===== config.mk =====
export PLATFORM = sky130hd
export DESIGN_NAME = fetch_unit
export DESIGN_NICKNAME = d
export VERILOG_FILES = /design/src/rtl/fetch_unit.sv
export SDC_FILE = /design/constraint.sdc
export NUM_CORES = 1
export LEC_CHECK = 0
export BUFFER_PORTS_ARGS = -buffer_cell sky130_fd_sc_hd__buf_2
export CAP_MARGIN = 20
export CORE_MARGIN = 1.5
export CORE_UTILIZATION = 56
export CTS_CLUSTER_SIZE = 25
export DETAILED_ROUTE_END_ITERATION = 8
export PLACE_DENSITY = 0.86
export SETUP_SLACK_MARGIN = 0.3
export SLEW_MARGIN = 10
export SYNTH_ARGS = -nofsm -noshare
export SYNTH_HDL_FRONTEND = slang
export SYNTH_SLANG_ARGS = --single-unit

===== constraint.sdc =====
create_clock -name clk -period 3.7 [get_ports clk]
set_clock_uncertainty 0.2 [all_clocks]
set_input_delay 0.37 -clock clk [delete_from_list [all_inputs] [get_ports clk]]
set_output_delay 0.37 -clock clk [all_outputs]
set_load 0.1 [all_outputs]

===== src/rtl/fetch_unit.sv =====
// Instruction fetch stage: owns the PC and pulls each instruction
// from program memory as an opcode word followed by an immediate word.
module fetch_unit #(
    parameter int              PC_W     = 16,
    parameter logic [PC_W-1:0] RESET_PC = '0
) (
    input  logic            clk,
    input  logic            rst_n,
    input  logic            pc_inc,
    input  logic            pc_ie,
    input  logic [PC_W-1:0] pc_in,
    input  logic            redirect,
    input  logic [PC_W-1:0] redirect_pc,
    output logic            pm_req,
    output logic [PC_W:0]   pm_addr,
    input  logic            pm_ack,
    input  logic [15:0]     pm_data,
    output logic [15:0]     instr,
    output logic [15:0]     imm,
    output logic            instr_valid,
    output logic [PC_W-1:0] pc
);

    typedef enum logic [1:0] {
        F_OP,
        F_IMM,
        HOLD
    } state_t;

    state_t          state_q, state_n;
    logic [PC_W-1:0] pc_q, pc_n;
    logic            req_q, req_n;
    logic [PC_W:0]   addr_q, addr_n;
    logic [15:0]     instr_q, instr_n;
    logic [15:0]     imm_q, imm_n;
    logic            valid_q, valid_n;
    logic            discard_q, discard_n;
    logic            ack;

    assign ack = req_q && pm_ack;

    always_ff @(posedge clk or negedge rst_n) begin
        if (!rst_n) begin
            state_q   <= F_OP;
            pc_q      <= RESET_PC;
            req_q     <= 1'b0;
            addr_q    <= '0;
            instr_q   <= '0;
            imm_q     <= '0;
            valid_q   <= 1'b0;
            discard_q <= 1'b0;
        end else begin
            state_q   <= state_n;
            pc_q      <= pc_n;
            req_q     <= req_n;
            addr_q    <= addr_n;
            instr_q   <= instr_n;
            imm_q     <= imm_n;
            valid_q   <= valid_n;
            discard_q <= discard_n;
        end
    end

    always_comb begin
        state_n   = state_q;
        pc_n      = pc_q;
        req_n     = req_q;
        addr_n    = addr_q;
        instr_n   = instr_q;
        imm_n     = imm_q;
        valid_n   = valid_q;
        discard_n = discard_q;

        if (redirect) begin
            pc_n    = redirect_pc;
            valid_n = 1'b0;
            instr_n = '0;
            state_n = F_OP;
            // An unacked request cannot be withdrawn; its data is dropped later.
            if (req_q && !pm_ack) begin
                discard_n = 1'b1;
            end else begin
                discard_n = 1'b0;
                req_n     = 1'b1;
                addr_n    = {redirect_pc, 1'b0};
            end
        end else begin
            unique case (state_q)
                F_OP: begin
                    if (!req_q) begin
                        req_n  = 1'b1;
                        addr_n = {pc_q, 1'b0};
                    end else if (ack) begin
                        if (discard_q) begin
                            discard_n = 1'b0;
                            addr_n    = {pc_q, 1'b0};
                        end else begin
                            instr_n = pm_data;
                            addr_n  = {pc_q, 1'b1};
                            state_n = F_IMM;
                        end
                    end
                end
                F_IMM: begin
                    if (ack) begin
                        imm_n   = pm_data;
                        valid_n = 1'b1;
                        req_n   = 1'b0;
                        state_n = HOLD;
                    end
                end
                HOLD: begin
                    if (valid_q && (pc_ie || pc_inc)) begin
                        if (pc_ie) begin
                            pc_n = pc_in;
                        end else begin
                            pc_n = pc_q + 1'b1;
                        end
                        valid_n = 1'b0;
                        instr_n = '0;
                        req_n   = 1'b1;
                        addr_n  = {pc_n, 1'b0};
                        state_n = F_OP;
                    end
                end
                default: begin
                    state_n = F_OP;
                end
            endcase
        end
    end

    assign pm_req      = req_q;
    assign pm_addr     = addr_q;
    assign instr       = valid_q ? instr_q : 16'h0000;
    assign imm         = imm_q;
    assign instr_valid = valid_q;
    assign pc          = pc_q;

endmodule

==> impl_metrics.env <==
export IMPL_outcome="finished clean"
export IMPL_power_density_mw_per_mm2=712
export IMPL_final_area_sq_mm=0.00489
export IMPL_drv_cap=0
export IMPL_clock_sinks=70
export IMPL_crit_slowest_cell="dfrtp_1"
export IMPL_die_y_um=87.5
export IMPL_worst_setup_path_start_kind="flop"
export IMPL_syn_num_nets=486
export IMPL_fp_row_count=30
export IMPL_wire_per_inst_um=17.1
export IMPL_cts_buffers=9
export IMPL_vias_per_cell=5.95
export IMPL_cp_max_fo=14
export IMPL_worstHoldPathCells=3
export IMPL_synth_top_area_cell="dfrtp_1"
export IMPL_cts_setup_buffers=0
export IMPL_required_ns=3.72
export IMPL_cts_resized=0
export IMPL_ant_nets=0
export IMPL_antenna_found_initial=0
export IMPL_fillCellCount=526
export IMPL_core_area_sq_mm=0.00683
export IMPL_cp_top_family="simple AND/OR/NAND/NOR gates"
export IMPL_syn_to_final_growth_pct=22.2
export IMPL_setup_worst_path_end_class="flop"
export IMPL_synth_top_family_by_area="simple AND/OR/NAND/NOR gates"
export IMPL_totalWireLength_mm=11.0
export IMPL_hp_class="input port to flop"
export IMPL_io_pins=121
export IMPL_cts_tree="yes"
export IMPL_multi_input_area_sq_mm=0.00203
export IMPL_cp_depth=6
export IMPL_dr_first_iter_drc_count=364
export IMPL_remaining_drc_errors=0
export IMPL_gp_congestion=0.934
export IMPL_track_usage_pct=29.2
export IMPL_synthDistinctLibCells=66
export IMPL_crit_arrival_ns=2.68
export IMPL_dieWidth_um=87.5
export IMPL_postSynthCellCount=431
export IMPL_grt_max_degree=49
export IMPL_initial_core_util_pct=58.5
export IMPL_syn_avg_cell_area_sq_um=9.28
export IMPL_yosysWarnings=0
export IMPL_max_freq_mhz=376
export IMPL_die_area_sq_mm=0.00765
export IMPL_cellLeakagePower_nw=2.32
export IMPL_ctsLongestPathBuffers=2
export IMPL_layout_nets=599
export IMPL_synth_async_reset_ratio_pct=100
export IMPL_grt_first_pass_wirelength_mm=17.3
export IMPL_cp_slowest_stage_delay_ns=0.50
export IMPL_synth_fa_ha_area_share_pct=0.313
export IMPL_ys_seq_area_share_pct=43.8
export IMPL_r2r_cells=6
export IMPL_slew_violations=0
export IMPL_worst_pin_slew_ns=0.944
export IMPL_clk_pin_slew_ns=0.09
export IMPL_synthTopCellsByArea="dfrtp_1 44%, mux2i_1 5.5%, nand2_1 4.9%"
export IMPL_cts_root_buf="clkbuf_8"
export IMPL_setup_viol_count_final=0
export IMPL_cts_hold_buffers=1
export IMPL_vias=3838
export IMPL_critPathBufInv=1
export IMPL_antenna_cells=0
export IMPL_yosys_area_share_simple_pct=21.1
export IMPL_ys_ff_latch=70
export IMPL_clk_latency_ns=0.36
export IMPL_first_pass_iters=6
export IMPL_synth_top_area_share_pct=43.8
export IMPL_finalCriticalPeriod_ns=2.66
export IMPL_grt_overflow=0
export IMPL_rsz0062_at_grt="no"
export IMPL_regArea_sq_mm=0.00175
export IMPL_hpwl_mm=7.80
export IMPL_placed_area_sq_mm=0.00465
export IMPL_syn_area_sq_mm=0.00400
export IMPL_h_tree_depth=3
export IMPL_hold_violations=0
export IMPL_relSlewSlack_pct=37.1
export IMPL_synth_compound_area_share_pct=17.4
export IMPL_crit_path_cell_trace="nand2b_1 -> nor2_2 -> a21boi_2 -> buf_4 -> a2111oi_0 -> a21oi_1"
export IMPL_synth_most_common_cell="dfrtp_1"
export IMPL_post_route_period_util_pct=71.8
export IMPL_synth_mux_area_share_pct=10.4
export IMPL_crit_type="flop to flop"
export IMPL_ys_flop_type="dfrtp_1"
export IMPL_ir_worst_vdd_v=0.000550
export IMPL_drive_above_1_share_pct=32.4
export IMPL_io_buffers=120
export IMPL_synthXorXnorAreaFrac_pct=1.53
export IMPL_synth_common_cells="70 x dfrtp_1, 52 x nand2_1, 31 x nor2_1"
export IMPL_grt_pass1_vias=3669
export IMPL_synth_edff_count=0
export IMPL_finalSetupTns_ns=0
-- power breakdown --
| part | total, mW | internal, mW | switching, mW |
|---|---|---|---|
| Combinational | 1.71 | 0.309 | 1.40 |
| Clock | 0.705 | 0.385 | 0.320 |
| Sequential | 1.06 | 0.924 | 0.141 |
-- stage by stage --
| stage | cells | hold slack, ns | utilization [%] | power, mW | setup WS [ns] |
|---|---|---|---|---|---|
| 2_1_floorplan | 431 | -0.126 | - | 2.47 | 0.917 |
| 3_3_place_gp | 628 | 0.184 | 68.1 | 2.75 | 1.32 |
| 3_5_place_dp | 628 | 0.193 | 68.1 | 2.78 | 1.13 |
| 4_1_cts | 645 | 0.0454 | 71.5 | 3.47 | 1.12 |
| 5_1_grt | 645 | 0.0430 | 71.5 | 3.59 | 0.973 |
| 6_report | 645 | 0.0464 | 71.5 | 3.48 | 1.04 |
-- cells in the final DEF (no fill, tap or decap), types with 4 or more instances in the layout --
| cell type | Yosys | layout |
|---|---|---|
| a21o_1 | 4 | 4 |
| a21oi_1 | 23 | 23 |
| a221oi_1 | 4 | 4 |
| a31oi_1 | 6 | 6 |
| and2_1 | 18 | 18 |
| buf_2 | 11 | 120 |
| buf_4 | 3 | 9 |
| clkbuf_8 | 0 | 9 |
| dfrtp_1 | 70 | 70 |
| inv_1 | 21 | 21 |
| mux2_2 | 16 | 16 |
| mux2i_1 | 22 | 22 |
| nand2_1 | 52 | 52 |
| nand2b_1 | 4 | 4 |
| nand3_1 | 9 | 9 |
| nor2_1 | 31 | 31 |
| nor2b_1 | 5 | 5 |
| nor3_1 | 15 | 15 |
| o211ai_1 | 4 | 4 |
| o21a_1 | 5 | 5 |
| o21ai_0 | 26 | 26 |
| o22ai_1 | 5 | 5 |
| xnor2_1 | 6 | 6 |
-- final timing paths --
path,slack (ns),from,to
max,1.04,state_q[0],pm_addr[15]
min,0.05,pm_data[8],instr_q[8]
max reg2reg,1.04,state_q[0],pm_addr[15]
min reg2reg,0.28,pm_addr[0],pm_addr[0]
max in group asynchronous,1.94,rst_n,imm[9]
min in group asynchronous,0.33,rst_n,imm[0]
-- final cells by class --
| type | instances | share of cell area, % |
|---|---|---|
| multi-input cells | 310 | 41.5 |
| clock buffers | 10 | 2.61 |
| repair buffers | 130 | 13.9 |
| clock inverters | 6 | 1.92 |
| well taps | 96 | 2.46 |
| flip-flops and latches | 70 | 35.9 |
| inverters | 23 | 1.77 |
-- metal layers --
layer / share of wire, % / vias to the layer above / global-route usage (%) / wire length (um)
met3: 8.2 / 35 / 6.45 / 905
met4: 2.0 / 0 / 9.96 / 225
li1: - / 1754 / - / -
met2: 49 / 207 / 46.4 / 5400
met5: 0 / - / 0 / 0
met1: 41 / 1842 / 39.6 / 4510
-- worst min-delay path: cells and delay by family --
| family | cells | cell delay (ns) |
|---|---|---|
| mux | 1 | 0.05 |
| buf+inv | 1 | 0.10 |
| simple gates | 1 | 0.05 |
-- sequential cells by signal (all words and copies together), names as in the netlist --
signal,cells
instr_q,16
pc,16
state_q,2
pm_req,1
imm,16
instr_valid,1
pm_addr,17
discard_q,1
-- cells by family (layout without fill, tap and decap cells) --
| logic type | Yosys count | after routing |
|---|---|---|
| AOI/OAI and AO/OA | 105 | 105 |
| xor gates and xnor gates | 7 | 7 |
| adders and majority gates | 1 | 1 |
| buffers and inverters | 51 | 169 |
| DFF | 70 | 70 |
| muxes | 39 | 39 |
| and+or+nand+nor | 158 | 158 |
No activity file was read; power rests on OpenSTA's default activity.
